==> src/rtl/data_read_mux.sv <==
// data_read_mux: region-decoded read-return mux with wait, timeout and unmapped-error handling.
// Define DATAMUX_PARITY_EN to add a registered per-byte parity output (DataParity).
module data_read_mux #(
  parameter int DATA_W = 256,
  parameter int ADDR_W = 16,
  parameter int SEL_W = 4,
  parameter int NUM_SRC = 6,
  parameter logic [NUM_SRC-1:0] SRC_MAP = 6'b111101,
  parameter int TIMEOUT = 15
) (
  input  logic                      Clk,
  input  logic                      nReset,
  input  logic                      nRead,
  input  logic [ADDR_W-1:0]         address,
  input  logic [NUM_SRC*DATA_W-1:0] SrcDataIn,
  input  logic [NUM_SRC-1:0]        SrcValid,
  output logic [DATA_W-1:0]         DataMuxOut,
  output logic                      DataValid,
  output logic                      Busy,
  output logic                      ErrUnmapped,
  output logic                      ErrTimeout
`ifdef DATAMUX_PARITY_EN
  , output logic [DATA_W/8-1:0]     DataParity
`endif
);
  localparam int NSEL = 2**SEL_W;
  typedef enum logic {S_IDLE, S_WAIT} state_t;
  state_t r_state, w_state_nx;
  logic [SEL_W-1:0] r_sel, w_sel_nx, w_sel;
  logic [7:0] r_timer, w_timer_nx;
  logic [DATA_W-1:0] r_data, w_data_nx;
  logic r_valid, w_valid_nx, r_err_unm, w_err_unm_nx, r_err_to, w_err_to_nx;
  logic [DATA_W-1:0] w_ch [NSEL];
  logic [NSEL-1:0] w_vld, w_map;
  logic w_unused;
  // Channels beyond NUM_SRC are padded so any select value indexes safely.
  for (genvar g = 0; g < NSEL; g++) begin : g_ch
    if (g < NUM_SRC) begin : g_live
      assign w_ch[g] = SrcDataIn[g*DATA_W +: DATA_W];
    end else begin : g_pad
      assign w_ch[g] = '0;
    end
  end
  assign w_vld = NSEL'(SrcValid);
  assign w_map = NSEL'(SRC_MAP);
  assign w_sel = address[ADDR_W-1 -: SEL_W];
  assign w_unused = ^address[ADDR_W-SEL_W-1:0];
  always_comb begin
    w_state_nx = r_state;
    w_sel_nx = r_sel;
    w_timer_nx = r_timer;
    w_data_nx = r_data;
    w_valid_nx = 1'b0;
    w_err_unm_nx = 1'b0;
    w_err_to_nx = 1'b0;
    if (r_state == S_IDLE) begin
      if (!nRead) begin
        if (w_map[w_sel]) begin
          w_state_nx = S_WAIT;
          w_sel_nx = w_sel;
          w_timer_nx = '0;
        end else begin
          w_err_unm_nx = 1'b1;
        end
      end
    end else if (w_vld[r_sel]) begin
      w_data_nx = w_ch[r_sel];
      w_valid_nx = 1'b1;
      w_state_nx = S_IDLE;
    end else if (r_timer == 8'(TIMEOUT-1)) begin
      w_err_to_nx = 1'b1;
      w_state_nx = S_IDLE;
    end else begin
      w_timer_nx = r_timer + 8'd1;
    end
  end
`ifdef DATAMUX_PARITY_EN
  logic [DATA_W/8-1:0] r_par, w_par;
  always_comb begin
    w_par = '0;
    for (int k = 0; k < DATA_W/8; k++) w_par[k] = ^w_ch[r_sel][8*k +: 8];
  end
  always_ff @(posedge Clk or negedge nReset) begin
    if (!nReset) r_par <= '0;
    else if (w_valid_nx) r_par <= w_par;
  end
  assign DataParity = r_par;
`endif
  always_ff @(posedge Clk or negedge nReset) begin
    if (!nReset) begin
      r_state <= S_IDLE;
      r_sel <= '0;
      r_timer <= '0;
      r_data <= '0;
      r_valid <= 1'b0;
      r_err_unm <= 1'b0;
      r_err_to <= 1'b0;
    end else begin
      r_state <= w_state_nx;
      r_sel <= w_sel_nx;
      r_timer <= w_timer_nx;
      r_data <= w_data_nx;
      r_valid <= w_valid_nx;
      r_err_unm <= w_err_unm_nx;
      r_err_to <= w_err_to_nx;
    end
  end
  assign DataMuxOut = r_data;
  assign DataValid = r_valid;
  assign Busy = (r_state == S_WAIT);
  assign ErrUnmapped = r_err_unm;
  assign ErrTimeout = r_err_to;
endmodule

==> config.mk <==
export PLATFORM = sky130hd
export DESIGN_NAME = data_read_mux
export DESIGN_NICKNAME = d
export VERILOG_FILES = /design/src/rtl/data_read_mux.sv
export SDC_FILE = /design/constraint.sdc
export NUM_CORES = 1
export LEC_CHECK = 0
export BUFFER_PORTS_ARGS = -buffer_cell sky130_fd_sc_hd__buf_2
export CAP_MARGIN = 20
export CORE_AREA = 4 4 708 710
export CTS_CLUSTER_DIAMETER = 80
export DETAILED_ROUTE_END_ITERATION = 7
export DIE_AREA = 0 0 712 714
export SLEW_MARGIN = 20
export SYNTH_ARGS = -nofsm -noshare
export SYNTH_HDL_FRONTEND = slang
export SYNTH_SLANG_ARGS = --single-unit
==> constraint.sdc <==
create_clock -name Clk -period 2.5 [get_ports Clk]
set_input_delay 0.25 -clock Clk [delete_from_list [all_inputs] [get_ports Clk]]
set_output_delay 0.25 -clock Clk [all_outputs]
set_load 0.005 [all_outputs]
Word level (Yosys, flattened, before mapping)

Memories as Yosys holds them, arrays and structs flattened.
Cells that the tools add are included.

Register bits after elaboration: 272
Bits in read-only memories: 16
Bits of input ports: 1561
Word-level logic and storage cells: 47
Memories kept: 1

Memory list:

| name            | depth | width | rd ports | clocked after Yosys merged registers in | write ports | RTL line | text |
|---|---|---|---|---|---|---|---|
| (no name shown) | 16    | 1     | 1        | 0                                       | 0           | 58       | `if (w_map[w_sel]) begin` |

Add/sub/neg operators: 1
Magnitude comparators: 3
Equality and inequality tests: 4
Multiplexer cells: 24
Bitwise operators: 3
Reduce and logical (&&, ||, !) cells: 4

Operator list:

| kind                                                       | count |
|---|---|
| binary-select mux 256 bit (select 4 bit)                   | 1 |
| two-way mux 256 bit                                        | 2 |
| two-way mux 8 bit                                          | 5 |
| two-way mux 1 bit                                          | 15 |
| less-than comparator 4 x 5 -> 1 bit, second input constant | 2 |
| adder 8 x 1 -> 8 bit, second input constant                | 1 |
| equality test 8 x 4 -> 1 bit, second input constant        | 1 |
| greater-or-equal comparator 5 bit, second input constant   | 1 |
| inverter 4 -> 5 bit                                        | 1 |
| binary-select mux 1 bit (select 4 bit)                     | 1 |
| inequality test 2 bit, second input constant               | 2 |
| AND reduction 4 bit                                        | 1 |
| AND reduction 3 bit                                        | 1 |
| inequality test 2 x 1 -> 1 bit, second input constant      | 1 |
| inverter 1 bit                                             | 2 |
| AND reduction 2 bit                                        | 1 |
| nonzero test 2 bit                                         | 1 |

Logic depth before layout (Yosys ltp)

Depth after elaboration: 5
Depth in mapped cells: 11

Worst setup path before layout

Ideal clock, no wire load.

Kind: register to register
Start point: register r_sel[1]
End point: register r_data[142] (netlist: DataMuxOut[142])
Data arrival time: 1.803 ns
Required time: 2.368 ns
Path slack: 0.564 ns
Cell stages (with the launch flop): 12
Path buffers: 6
Clock period less this slack: 1.936 ns
Cell sequence: dfrtp_1 -> buf_4 -> nand2b_1 -> buf_2 -> o32ai_2 -> o21ai_2 -> buf_2 -> buf_6 -> buf_6 -> buf_6 -> nand2_1 -> o21ai_1

Longest elaborated chain between the ends: 4
Elaborated cells on any way between the ends: 7

RTL lines:

| what                                                    | RTL line | text |
|---|---|---|
| start: declaration                                      | 29       | `logic [SEL_W-1:0] r_sel, w_sel_nx, w_sel;` |
| start signal: assignment                                | 100      | `r_sel <= w_sel_nx;` |
| inverter 4 -> 5 bit (implied by the code)               | 67       | `w_data_nx = w_ch[r_sel];` |
| binary-select mux 256 bit (select 4 bit)                | 67       |  |
| two-way mux 256 bit (implied by the code) (2 in series) | 67       |  |
| end signal: assignment                                  | 102      | `r_data <= w_data_nx;` |
| end: declaration                                        | 31       | `logic [DATA_W-1:0] r_data, w_data_nx;` |

Several ways; a longest one is shown, not always the timed one. The select of a mux whose other input is x is not followed.
A chain may end at the register's enable or synchronous reset.

Worst setup path in the final report

Start point: register r_sel[0]
End point: register r_data[85] (netlist: DataMuxOut[85])

Same word-level chain as after synthesis.

==> flow_summary.toml <==
[route]
avgViaCountPerCell = 2.89
vias = 33166
drt_wl_total_um = 356000
final_antenna_net_count = 0
drc = 0
drt-initial-drc-count = 3343
firstDrtPassIters = 8
wl_per_cell_um = 30.9

[power_and_ir_drop]
p_total_w = 0.0489
p_int_w = 0.0244
leakagePower_nw = 21.0
ir_worst_vdd_mv = 0.791
switching_share_pct = 50.1
p_switching_w = 0.0245
p_clk_share_pct = 13.4
power_frac_comb_pct = 71.1
sequentialPowerShare_pct = 15.4
power_density_mw_per_mm2 = 984

[yosys]
ys_ff_latch = 272
synth_top_cell_by_area = "dfrtp_1"
syn_inst = 2080
syn_area_mm2 = 0.0211
ys_seq_area_share_pct = 32.3
ys_warn_count = 0
synth_fp_nets = 3643
synth_area_leaders = "dfrtp_1 (32%), mux4_2 (27%), mux2i_1 (12%)"
ys_types = 38
synth_top_area_share_pct = 32.3
syn_area_per_cell_um2 = 10.1

[worst_setup_path]
startpoint_type = "flop"
required_ns = 3.06
cp_max_fo = 11
arrival_ns = 3.05
setup.worst_path.class = "flop to flop"
cp-end-kind = "flop"

[timing]
max_freq_mhz = 401
final-max-slew-violation-count = 0
setup_tns_ns = 0
worst_slack_ns = 0.00671
grt_setup_unrepaired = "yes"
fin_crit_sh_pct = 99.7
fin_crit_ns = 2.49
slew_headroom_pct = 43.3
clock_skew_ns = 0.0411
hold_viol = 0
tightest_slew_ns = 0.851
setup_violations = 0

[global_route]
grt_start_max_net_pins = 77
grt_pass1_vias = 31706
antenna_found_initial = 458
track_usage_pct = 13.3
grt_overflow = 0
grt_pass1_wl_um = 421000

[clock_network]
cts_root_buf = "clkbuf_16"
cts_tree = "yes"
clk_latency_ns = 0.73
clkTransAtPathRegs_ns = 0.06
htree_levels = 2
cts_buffer_depth = 3
clock_sinks = 272
cts_buffers = 43

[placed_design]
post-place-ws_ns = -0.213
placed_area_mm2 = 0.0397
portBuffers = 1808
place.gp.congestion = 1.01
dp_hpwl_um = 321000

[layout]
nets = 6291
syn2layout_area_growth_pct = 136
utilization_pct = 10.0
layout-drive-gt1-share_pct = 49.9
fin_area_mm2 = 0.0497

[hold_path]
hp-class = "primary input to flop"

[floorplan]
rows = 259
chipHeight_um = 714
initial_core_util_pct = 4.25
core_area_mm2 = 0.496
die_area_mm2 = 0.508
ioPinCount = 1821
die_w_um = 712

[run]
max_cap_viol_count = 0

[run_status]
status = "complete, no violations"
-- stage by stage --
| stage | cells | hold WS [ns] |
|---|---|---|
| 2_1_floorplan | 2080 | -0.0456 |
| 3_3_place_gp | 10415 | 0.228 |
| 3_5_place_dp | 10415 | 0.229 |
| 4_1_cts | 11266 | 0.000112 |
| 5_1_grt | 11385 | 0.0428 |
| 6_report | 11493 | 0.111 |
-- cells in the final DEF (no fill, tap or decap), types with 4 or more instances in the layout --
cell type and n:
clkbuf_8 5, dfrtp_1 270, nor3_1 4, clkbuf_16 48, buf_12 57, mux2i_1 257
o21ai_0 156, inv_6 5, buf_4 153, diode_2 208, clkbuf_1 8, buf_16 7
mux4_2 256, nand4bb_1 4, buf_2 1807, a21oi_1 254, nor2_1 260, clkinv_2 7
o21ai_1 101, dlygate4sd3_1 774, o211ai_1 4, nand2_1 267
-- per-layer routing --
layer | vias to the layer above | GRT usage [%] | part of all wire, %
li1 | 13287 | - | -
met1 | 15965 | 16.8 | 41
met2 | 2809 | 19.9 | 42
met3 | 877 | 5.96 | 12
met4 | 228 | 4.67 | 4.1
met5 | - | 0 | 0.42
-- layout make-up --
| class | count | area (um^2) |
|---|---|---|
| Antenna cell | 208 | 520 |
| Clock buffer | 56 | 1170 |
| Clock inverter | 21 | 249 |
| Fill cell | 57484 | 446000 |
| Inverter | 3 | 18.8 |
| Multi-Input combinational cell | 1601 | 13300 |
| Sequential cell | 272 | 6810 |
| Tap cell | 6525 | 8160 |
| Timing Repair Buffer | 2807 | 19400 |
-- synth_stat cells, drive strengths merged --
library cell    n
nand2b          1
o41ai           1
nor4            1
ha              2
dfrtp         272
nor4bb          1
mux2            3
nand3           3
a211o           1
a21boi          2
nor3b           2
buf            95
nor3            4
a22o            3
o21ai         258
o211ai          4
xor2            2
nor4b           2
inv             3
clkbuf        109
mux2i         259
nor2          261
o32ai           1
nand4bb         4
and2            2
or3             1
nand2         267
mux4          256
nand4           2
a21oi         257
or3b            1
-- power groups by stage --
stage                     Combinational (W)  Clock [W]  Sequential (W)
final                                0.0348    0.00656         0.00755
after global routing                 0.0373    0.00698         0.00774
after CTS                            0.0350    0.00691         0.00751
after detailed placement             0.0328          0         0.00755
after global placement               0.0328          0         0.00750
after floorplan                      0.0145          0         0.00744
-- worst max-delay path: stages (launching register included) --
cell       delay, ns
dfrtp_4         0.45
buf_16          0.19
buf_4           0.31
clkbuf_16       0.24
mux4_2          0.54
buf_12          0.17
a21oi_1         0.19
o21ai_1         0.07
-- kinds of logic (layout without fill, tap and decap cells) --
| logic type | count (synthesis) | in the layout | share of synthesized area [%] |
|---|---|---|---|
| simple gates | 552 | 552 | 10.3 |
| other cells | 0 | 208 | 0 |
| mux | 518 | 518 | 39.8 |
| fa+ha+maj | 2 | 2 | 0.119 |
| xor+xnor | 2 | 2 | 0.0832 |
| compound gates | 527 | 527 | 12.8 |
| buf+inv | 207 | 2887 | 4.62 |
| flops | 272 | 272 | 32.3 |
-- flip-flops by register name, indices dropped and copies added (netlist names) --
| register | cells |
|---|---|
| DataMuxOut | 256 |
| ErrTimeout | 1 |
| DataValid | 1 |
| r_timer | 8 |
| r_sel | 4 |
| Busy | 1 |
| ErrUnmapped | 1 |
-- final timing paths --
path / startpoint / end / slack [ns] / cells past startpoint
min in group asynchronous: nReset / DataMuxOut[31] / 0.13 / 2
min reg2reg: DataMuxOut[204] / DataMuxOut[204] / 0.48 / 2
max reg2reg: r_sel[0] / DataMuxOut[85] / 0.007 / 7
max in group asynchronous: nReset / DataMuxOut[130] / 1.50 / 3
min: SrcDataIn[915] / DataMuxOut[147] / 0.11 / 4
max: r_sel[0] / DataMuxOut[85] / 0.007 / 7
-- repair_timing --
action | CTS | global route
hold buffers | 774 | 0
resized for setup | 3 | 16
cloned | 0 | 6
hold endpoints to repair | 398 | 0
buffers inserted | 0 | 13
endpoints found under the setup margin | 2 | 70
No activity file was read; power rests on OpenSTA's default activity.
